[src/rtl/tree_vote_sequencer.sv]
// tree_vote_sequencer
// Time-multiplexes one shared bank of combinational decision trees over a
// single latched feature vector. It evaluates the enabled trees one at a time
// and majority-votes their 1-bit decisions.
//
// Ports
//   clk, rst            rising-edge clock, synchronous active-high reset
//   in_valid/in_ready   feature vector handshake (accepts only when idle)
//   in_feat, in_mask    feature vector and per-tree enable, sampled together
//   tree_feat, tree_sel held feature vector and tree index driven to the bank
//   tree_bit            class decision of the currently selected tree
//   out_valid/out_ready result handshake
//   out_class           voted class (TIE_CLASS on a tie or empty mask)
//   out_votes           number of enabled trees that voted 1
//   busy                high while evaluating or holding a result
module tree_vote_sequencer #(
  parameter int   FEAT_W    = 51,
  parameter int   NUM_TREES = 5,
  parameter int   SEL_W     = 3,
  parameter int   VOTE_W    = 4,
  parameter int   TREE_LAT  = 1,
  parameter logic TIE_CLASS = 1'b0
) (
  input  logic                 clk,
  input  logic                 rst,
  input  logic                 in_valid,
  output logic                 in_ready,
  input  logic [FEAT_W-1:0]    in_feat,
  input  logic [NUM_TREES-1:0] in_mask,
  output logic [FEAT_W-1:0]    tree_feat,
  output logic [SEL_W-1:0]     tree_sel,
  input  logic                 tree_bit,
  output logic                 out_valid,
  input  logic                 out_ready,
  output logic                 out_class,
  output logic [VOTE_W-1:0]    out_votes,
  output logic                 busy
);

  localparam logic [2:0] LAT = 3'(TREE_LAT);

  typedef enum logic [1:0] {
    S_IDLE = 2'd0,
    S_EVAL = 2'd1,
    S_DONE = 2'd2
  } state_t;

  // Lowest enabled index >= start; MSB of the result flags "found".
  function automatic logic [SEL_W:0] f_find(input logic [NUM_TREES-1:0] mask,
                                            input int start);
    logic [SEL_W:0] res;
    res = {1'b0, {SEL_W{1'b0}}};
    for (int i = NUM_TREES - 1; i >= 0; i--) begin
      if (mask[i] && (i >= start)) res = {1'b1, SEL_W'(i)};
    end
    return res;
  endfunction

  // Number of enabled trees.
  function automatic logic [VOTE_W-1:0] f_popcount(input logic [NUM_TREES-1:0] mask);
    logic [VOTE_W-1:0] cnt;
    cnt = {VOTE_W{1'b0}};
    for (int i = 0; i < NUM_TREES; i++) begin
      cnt = cnt + {{(VOTE_W-1){1'b0}}, mask[i]};
    end
    return cnt;
  endfunction

  // Majority decision: compare 2*votes against the number of enabled trees.
  function automatic logic f_class(input logic [VOTE_W-1:0] votes,
                                   input logic [VOTE_W-1:0] enabled);
    logic [VOTE_W:0] dbl;
    logic [VOTE_W:0] en_x;
    logic            cls;
    dbl  = {votes, 1'b0};
    en_x = {1'b0, enabled};
    if (dbl > en_x)       cls = 1'b1;
    else if (dbl == en_x) cls = TIE_CLASS;
    else                  cls = 1'b0;
    return cls;
  endfunction

  state_t                 r_state;
  logic [FEAT_W-1:0]      r_feat;
  logic [NUM_TREES-1:0]   r_mask;
  logic [SEL_W-1:0]       r_sel;
  logic [VOTE_W-1:0]      r_votes;
  logic [2:0]             r_wait;
  logic                   r_valid;
  logic                   r_class;
  logic [VOTE_W-1:0]      r_out_votes;
  logic                   r_busy;

  logic [SEL_W:0]         w_first;
  logic [SEL_W:0]         w_next;
  logic [VOTE_W-1:0]      w_votes_acc;

  assign w_first     = f_find(in_mask, 0);
  assign w_next      = f_find(r_mask, int'(r_sel) + 32'sd1);
  assign w_votes_acc = r_votes + {{(VOTE_W-1){1'b0}}, tree_bit};

  // Sequencer: accept, walk enabled trees with a settle wait, hold result.
  always_ff @(posedge clk) begin
    if (rst) begin
      r_state     <= S_IDLE;
      r_feat      <= {FEAT_W{1'b0}};
      r_mask      <= {NUM_TREES{1'b0}};
      r_sel       <= {SEL_W{1'b0}};
      r_votes     <= {VOTE_W{1'b0}};
      r_wait      <= 3'd0;
      r_valid     <= 1'b0;
      r_class     <= 1'b0;
      r_out_votes <= {VOTE_W{1'b0}};
      r_busy      <= 1'b0;
    end else begin
      case (r_state)
        S_IDLE: begin
          if (in_valid) begin
            r_feat  <= in_feat;
            r_mask  <= in_mask;
            r_votes <= {VOTE_W{1'b0}};
            r_wait  <= LAT;
            r_busy  <= 1'b1;
            r_state <= S_EVAL;
            // With an empty mask nothing is found and tree_sel stays at 0.
            r_sel   <= w_first[SEL_W] ? w_first[SEL_W-1:0] : {SEL_W{1'b0}};
          end
        end
        S_EVAL: begin
          if (r_mask == {NUM_TREES{1'b0}}) begin
            // Empty mask: one bookkeeping cycle, then publish a zero-vote tie.
            r_state     <= S_DONE;
            r_valid     <= 1'b1;
            r_out_votes <= {VOTE_W{1'b0}};
            r_class     <= TIE_CLASS;
          end else if (r_wait != 3'd0) begin
            r_wait <= r_wait - 3'd1;
          end else begin
            r_votes <= w_votes_acc;
            if (w_next[SEL_W]) begin
              r_sel  <= w_next[SEL_W-1:0];
              r_wait <= LAT;
            end else begin
              r_state     <= S_DONE;
              r_valid     <= 1'b1;
              r_out_votes <= w_votes_acc;
              r_class     <= f_class(w_votes_acc, f_popcount(r_mask));
            end
          end
        end
        S_DONE: begin
          if (out_ready) begin
            r_valid <= 1'b0;
            r_busy  <= 1'b0;
            r_state <= S_IDLE;
          end
        end
        default: begin
          r_state <= S_IDLE;
          r_valid <= 1'b0;
          r_busy  <= 1'b0;
        end
      endcase
    end
  end

  assign in_ready  = (r_state == S_IDLE) && !rst;
  assign tree_feat = r_feat;
  assign tree_sel  = r_sel;
  assign out_valid = r_valid;
  assign out_class = r_class;
  assign out_votes = r_out_votes;
  assign busy      = r_busy;

endmodule

[config.mk]
export PLATFORM = sky130hd
export DESIGN_NAME = tree_vote_sequencer
export DESIGN_NICKNAME = d
export VERILOG_FILES = /design/src/rtl/tree_vote_sequencer.sv
export SDC_FILE = /design/constraint.sdc
export NUM_CORES = 1
export LEC_CHECK = 0
export CORE_MARGIN = 8
export CORE_UTILIZATION = 39
export CTS_CLUSTER_DIAMETER = 200
export DETAILED_ROUTE_END_ITERATION = 6
export GPL_TIMING_DRIVEN = 0
export PLACE_DENSITY = 0.75
export SETUP_SLACK_MARGIN = 0.02
export SLEW_MARGIN = 20
export SYNTH_ARGS = -nofsm -noshare
export SYNTH_HDL_FRONTEND = slang
export SYNTH_SLANG_ARGS = --single-unit
[constraint.sdc]
create_clock -name clk -period 2.6 [get_ports clk]
set_clock_uncertainty 0.2 [all_clocks]
set_input_delay 0.39 -clock clk [delete_from_list [all_inputs] [get_ports clk]]
set_output_delay 0.39 -clock clk [all_outputs]
set_load 0.01 [all_outputs]
* After elaboration in Yosys (flattened, before gate mapping)
Index checks and enable logic that the tools add are counted.
** Storage, ports and cells
- Logic and storage cells :: 101
- Bits of input ports :: 61
- Memory bits (read-only) :: 0
- Memories kept :: 0
- Output and inout bits :: 62
- Bits in writable memories :: 0
- Bits in registers :: 75
- Latch bits :: 0
** Operators by class
- Magnitude comparators :: 6
- Multiplexer cells :: 45
- Shift operators :: 0
- Multipliers :: 0
- Equal/unequal tests :: 12
- Bitwise gates (word level) :: 2
- Reduce and logical (&&, ||, !) cells :: 19
- Divide/modulo/power cells :: 0
- $add $sub $neg :: 7
** Operators with widths (count)
- 4-bit 2-to-1 mux :: 16
- 3-bit 2-to-1 mux :: 9
- 4-bit AND reduction :: 4
- 2-bit != test (second input constant) :: 6
- 3-bit one-hot mux with 2 select lines :: 2
- 2-bit 2-to-1 mux :: 5
- 1-bit 2-to-1 mux :: 9
- 3-bit != test (second input constant) :: 3
- 4-bit by 1-bit adder with 4-bit output :: 2
- 1-bit by 4-bit >= comparator with 1-bit output (first input constant) :: 2
- 2-bit by 4-bit >= comparator with 1-bit output (first input constant) :: 2
- 4-bit one-hot mux with 2 select lines :: 1
- 1-bit logical AND :: 6
- 1-bit one-hot mux with 3 select lines :: 2
- 2-bit one-hot mux with 3 select lines :: 1
- 3-bit AND reduction :: 2
- 5-bit by 4-bit greater-than comparator with 1-bit output :: 1
- 5-bit zero test :: 1
- 5-bit AND reduction :: 1
- 3-bit by 1-bit adder with 4-bit output :: 1
- 3-bit by 1-bit adder with 4-bit output (second input constant) :: 1
- 3-bit by 4-bit >= comparator with 1-bit output (first input constant) :: 1
- 2-bit by 1-bit adder with 3-bit output :: 1
- 3-bit nonzero test :: 1
- 10 further kinds :: 11

* Logic depth before layout (Yosys ltp)
- Word-level depth :: 12
- Mapped depth :: 12
- Depth with buffers taken out :: 12

* Least setup slack after synthesis
No wires, ideal clock.
- Path type :: register to register
- Start :: register r_mask[0]
- End :: register r_class, in the netlist out_class
- Cell stages (with the launch flop) :: 13
- Arrival :: 2.478 ns
- Library setup time :: 0.128 ns
- Slack :: -0.206 ns
- Period minus slack after synthesis :: 2.806 ns
- Data required time :: 2.272 ns
- Buffers on the path :: 0
- Cell sequence :: dfxtp_1 inv_1 fa_1 inv_1 fa_1 ha_1 inv_1 ha_1 a21oi_1 a31oi_1 or3_1 a32oi_1 nor2_1
** Between the ends
- Longest elaborated chain between the ends :: 9
- Elaborated cells on any way between the ends :: 15
- Those cells by class :: add/sub: 4; order compare: 1; eq/ne: 2; mux: 5; reduce/logical: 3
** Ends and longest elaborated chain
- from (decl) :: RTL line 85 : logic [NUM_TREES-1:0] r_mask;
- from (signal assigned) :: RTL line 107 : r_mask <= {NUM_TREES{1'b0}};
- from (signal assigned) :: RTL line 120 : r_mask <= in_mask;
- 1-bit by 1-bit adder with 2-bit output :: RTL line 64 : cnt = cnt + {{(VOTE_W-1){1'b0}}, mask[i]};
- 2-bit by 1-bit adder with 3-bit output :: RTL line 64
- 3-bit by 1-bit adder with 4-bit output :: RTL line 64
- 4-bit by 1-bit adder with 4-bit output :: RTL line 64
- 5-bit by 4-bit greater-than comparator with 1-bit output :: RTL line 77 : if (dbl > en_x) cls = 1'b1;
- 1-bit 2-to-1 mux :: RTL line 77
- 1-bit 2-to-1 mux :: RTL line 140 : if (w_next[SEL_W]) begin
- 1-bit 2-to-1 mux :: RTL line 136 : end else if (r_wait != 3'd0) begin
- 1-bit 2-to-1 mux :: RTL line 130 : if (r_mask == {NUM_TREES{1'b0}}) begin
- to (signal assigned) :: RTL line 147 : r_class <= f_class(w_votes_acc, f_popcount(r_mask));
- to (decl) :: RTL line 90 : logic r_class;
Parallel ways exist; a longest one is shown, timed or not. The select of a mux whose other input is x is not followed.
A chain may end at the register's enable or synchronous reset.

* Final worst setup path
Ends and elaborated chain as after synthesis.

==> flow_summary.yaml <==
clock_network:
  cts-root-buf: "clkbuf_8"
  htreeDepth: 3
  clockBufferDepth: 2
  clock_sinks: 75
  insertion_delay_ns: 0.35
  clk_pin_slew_ns: 0.08
  cts_made_buffers: 9
  holdBufCountCts: 0
  cts_tree: "yes"
logic_synthesis:
  ys_seq_area_share_pct: 47.21
  synth_area_um2: 3181
  yosys.area.top_type_share_pct: 47.21
  synth_cells: 397
  synth_flop_cell: "dfxtp_1"
  synth-seq-cells: 75
  synth_top_area_cell: "dfxtp_1"
  syn_area_per_cell_um2: 8.011
  syn-num-nets: 471
  yosys_warnings: 0
  synth_edf_count: 0
  post_synth_num_cell_types: 53
  ys_async_sr_fraction_pct: 0
  synth_area_leaders: "dfxtp_1, nand2_1, a21oi_1"
power:
  p_leak_nw: 1.782
  seq_power_share_pct: 45.6
  powerDensity_nw_per_um2: 602.9
  p_int_mw: 1.965
  p_sw_mw: 0.8991
  pwr-share-clk_pct: 27.7
  p_total_mw: 2.864
  ir_worst_vdd_uv: 373.3
  pwr-share-comb_pct: 26.7
  swShare_pct: 31.39
timing:
  fin_ws_ns: -0.2029
  rsz0062_at_grt: "true"
  layout_min_cycle_time_ns: 2.803
  whs_ns: 0.2527
  setup_viol: 2
  fmaxAchievable_ghz: 0.3568
  relSlewSlack_pct: 63.17
  tightest_slew_ns: 0.5524
  hold_viol: 0
  fin_crit_sh_pct: 107.8
  setup_tns_ns: -0.2036
  maxSlewViolCount: 0
place:
  io_buffer_count: 122
  hpwl_mm: 7.007
  place_congestion: 0.8427
floorplan:
  die_h_um: 106.3
  fp.dieW_um: 106.3
  ios: 123
  start_util_pct: 39.50
  dieArea_um2: 11300
  rows: 33
  core_area_um2: 8051
route:
  antenna_left: 0
  vias: 3148
  routed_wl_mm: 9.220
  route.detailed.drc: 0
  drtIter0Drc: 118
  vias_per_cell: 4.903
  wl_per_cell_um: 14.36
  first_pass_iters: 4
global_routing:
  grt_pass1_wl_mm: 15.33
  antenna_found_initial: 0
  grt_usage_pct: 16.73
  grt_overflow: 0
  grt_max_degree: 14
  grt_pass1_vias: 3167
worst_setup_path:
  crit_path_end_kind: "flip-flop"
  path_class: "reg2reg"
  crit_path_start_kind: "flip-flop"
  cp_data_required_time_ns: 2.62
  worstPathArrival_ns: 2.83
  critPathMaxFanout: 2
cells_and_area:
  area_growth_pct: 49.37
  antenna_cells: 0
  nets: 606
  drive_gt1_share_pct: 8.566
run:
  max_cap_violations: 0
status:
  violations: "negative setup slack"
  status: "complete, but fails checks"
min_path:
  hold_class: "reg2reg"
[what timing repair did]
action / CTS / global route
resized for setup: 3 / 1
endpoints found under the setup margin: 2 / 2
setup buffers: 2 / 0
[kinds of logic (layout without fill, tap and decap cells)]
| logic type | after synthesis | after routing | synth area share (%) |
|---|---|---|---|
| AO/OA/AOI/OAI | 102 | 102 | 18.84 |
| flip-flops | 75 | 75 | 47.21 |
| adder cells (fa/ha/maj) | 13 | 13 | 5.586 |
| XOR/XNOR | 2 | 2 | 0.5508 |
| buffers and inverters | 39 | 179 | 5.114 |
| AND/OR/NAND/NOR | 165 | 165 | 22.23 |
| multiplexers | 1 | 1 | 0.4719 |
[final timing paths]
path                             start                         to  slack [ns]  depth (start not counted)
min reg2reg  tree_feat[7]$_SDFFE_PP0P_  tree_feat[7]$_SDFFE_PP0P_        0.25                          2
min          tree_feat[7]$_SDFFE_PP0P_  tree_feat[7]$_SDFFE_PP0P_        0.25                          2
max             r_mask[0]$_SDFFE_PP0P_     out_class$_SDFFE_PP0P_       -0.20                         12
max reg2reg     r_mask[0]$_SDFFE_PP0P_     out_class$_SDFFE_PP0P_       -0.20                         12
[worst max-delay path, cell delays in order (launching register included)]
cell	delay, ns
dfxtp_2	0.34
inv_2	0.05
fa_1	0.54
inv_1	0.06
fa_2	0.35
ha_4	0.27
inv_1	0.03
ha_1	0.16
a21oi_1	0.11
a31oi_1	0.05
or3_1	0.30
a32oi_1	0.18
nor2_1	0.05
[cell type report]
class,count,area (um2)
fillers,740,3301
multi-input cells,283,1544
flip-flops and latches,75,1508
repair buffers,124,1236
well taps,105,131.4
clock buffers,10,127.6
plain buffers,23,102.6
inverters,16,60.06
clock inverters,6,41.29
[cells in the mapped netlist, drive strengths merged, types with 2 or more instances]
cell	n
a211oi	3
a21o	2
a21oi	76
a31o	2
and2	2
buf	8
clkbuf	15
dfxtp	75
fa	2
ha	11
inv	16
nand2	124
nand2b	3
nand3	9
nor2	15
o2111ai	2
o21ai	6
[flip-flops by register name (all words and copies together) (netlist names)]
signal     count
busy           1
tree_sel       3
out_votes      4
tree_feat     51
r_state        2
r_votes        4
out_valid      1
r_mask         5
r_wait         3
out_class      1
[per-layer routing]
layer / vias to the layer above / part of all wire [%] / GRT usage (%)
met2: 85 / 51 / 28.42
met1: 1464 / 40 / 18.30
met3: 8 / 7.8 / 6.836
li1: 1591 / - / -
met4: 0 / 1.6 / 6.332
met5: - / 0 / 0
[stage by stage]
| stage | instances | setup slack, ns | utilization [%] | area (um2) |
|---|---|---|---|---|
| floorplan | 397 | -0.1077 | - | 3198 |
| global placement | 624 | -0.1939 | 56.52 | 4551 |
| detailed placement | 624 | -0.2279 | 56.52 | 4551 |
| CTS | 642 | -0.1973 | 59.01 | 4751 |
| global route | 642 | -0.3427 | 59.01 | 4751 |
| finish | 642 | -0.2029 | 59.01 | 4751 |
[cells in the final DEF, fill, tap and decap left out, types with 2 or more instances in the layout]
master | Yosys | layout
nor2_1 | 14 | 14
clkinv_2 | 0 | 2
a21oi_1 | 74 | 74
clkinvlp_4 | 0 | 3
o2111ai_1 | 2 | 2
ha_4 | 0 | 2
nand2_1 | 124 | 124
nand2b_4 | 2 | 2
dfxtp_2 | 0 | 2
o21ai_0 | 5 | 5
buf_4 | 2 | 4
clkdlybuf4s50_1 | 0 | 122
dfxtp_1 | 75 | 72
a211oi_1 | 3 | 3
ha_1 | 11 | 9
clkbuf_8 | 0 | 9
nand3_1 | 9 | 9
clkbuf_1 | 14 | 14
buf_2 | 6 | 6
inv_1 | 16 | 15
[power groups by stage]
| stage | clock, mW | sequential, mW | combinational (mW) |
|---|---|---|---|
| 2_1_floorplan | 0 | 1.36 | 0.360 |
| 3_3_place_gp | 0 | 1.33 | 0.745 |
| 3_5_place_dp | 0 | 1.34 | 0.760 |
| 4_1_cts | 0.812 | 1.31 | 0.771 |
| 5_1_grt | 0.864 | 1.32 | 0.849 |
| 6_report | 0.794 | 1.31 | 0.764 |
(Power assumes the default switching activity.)
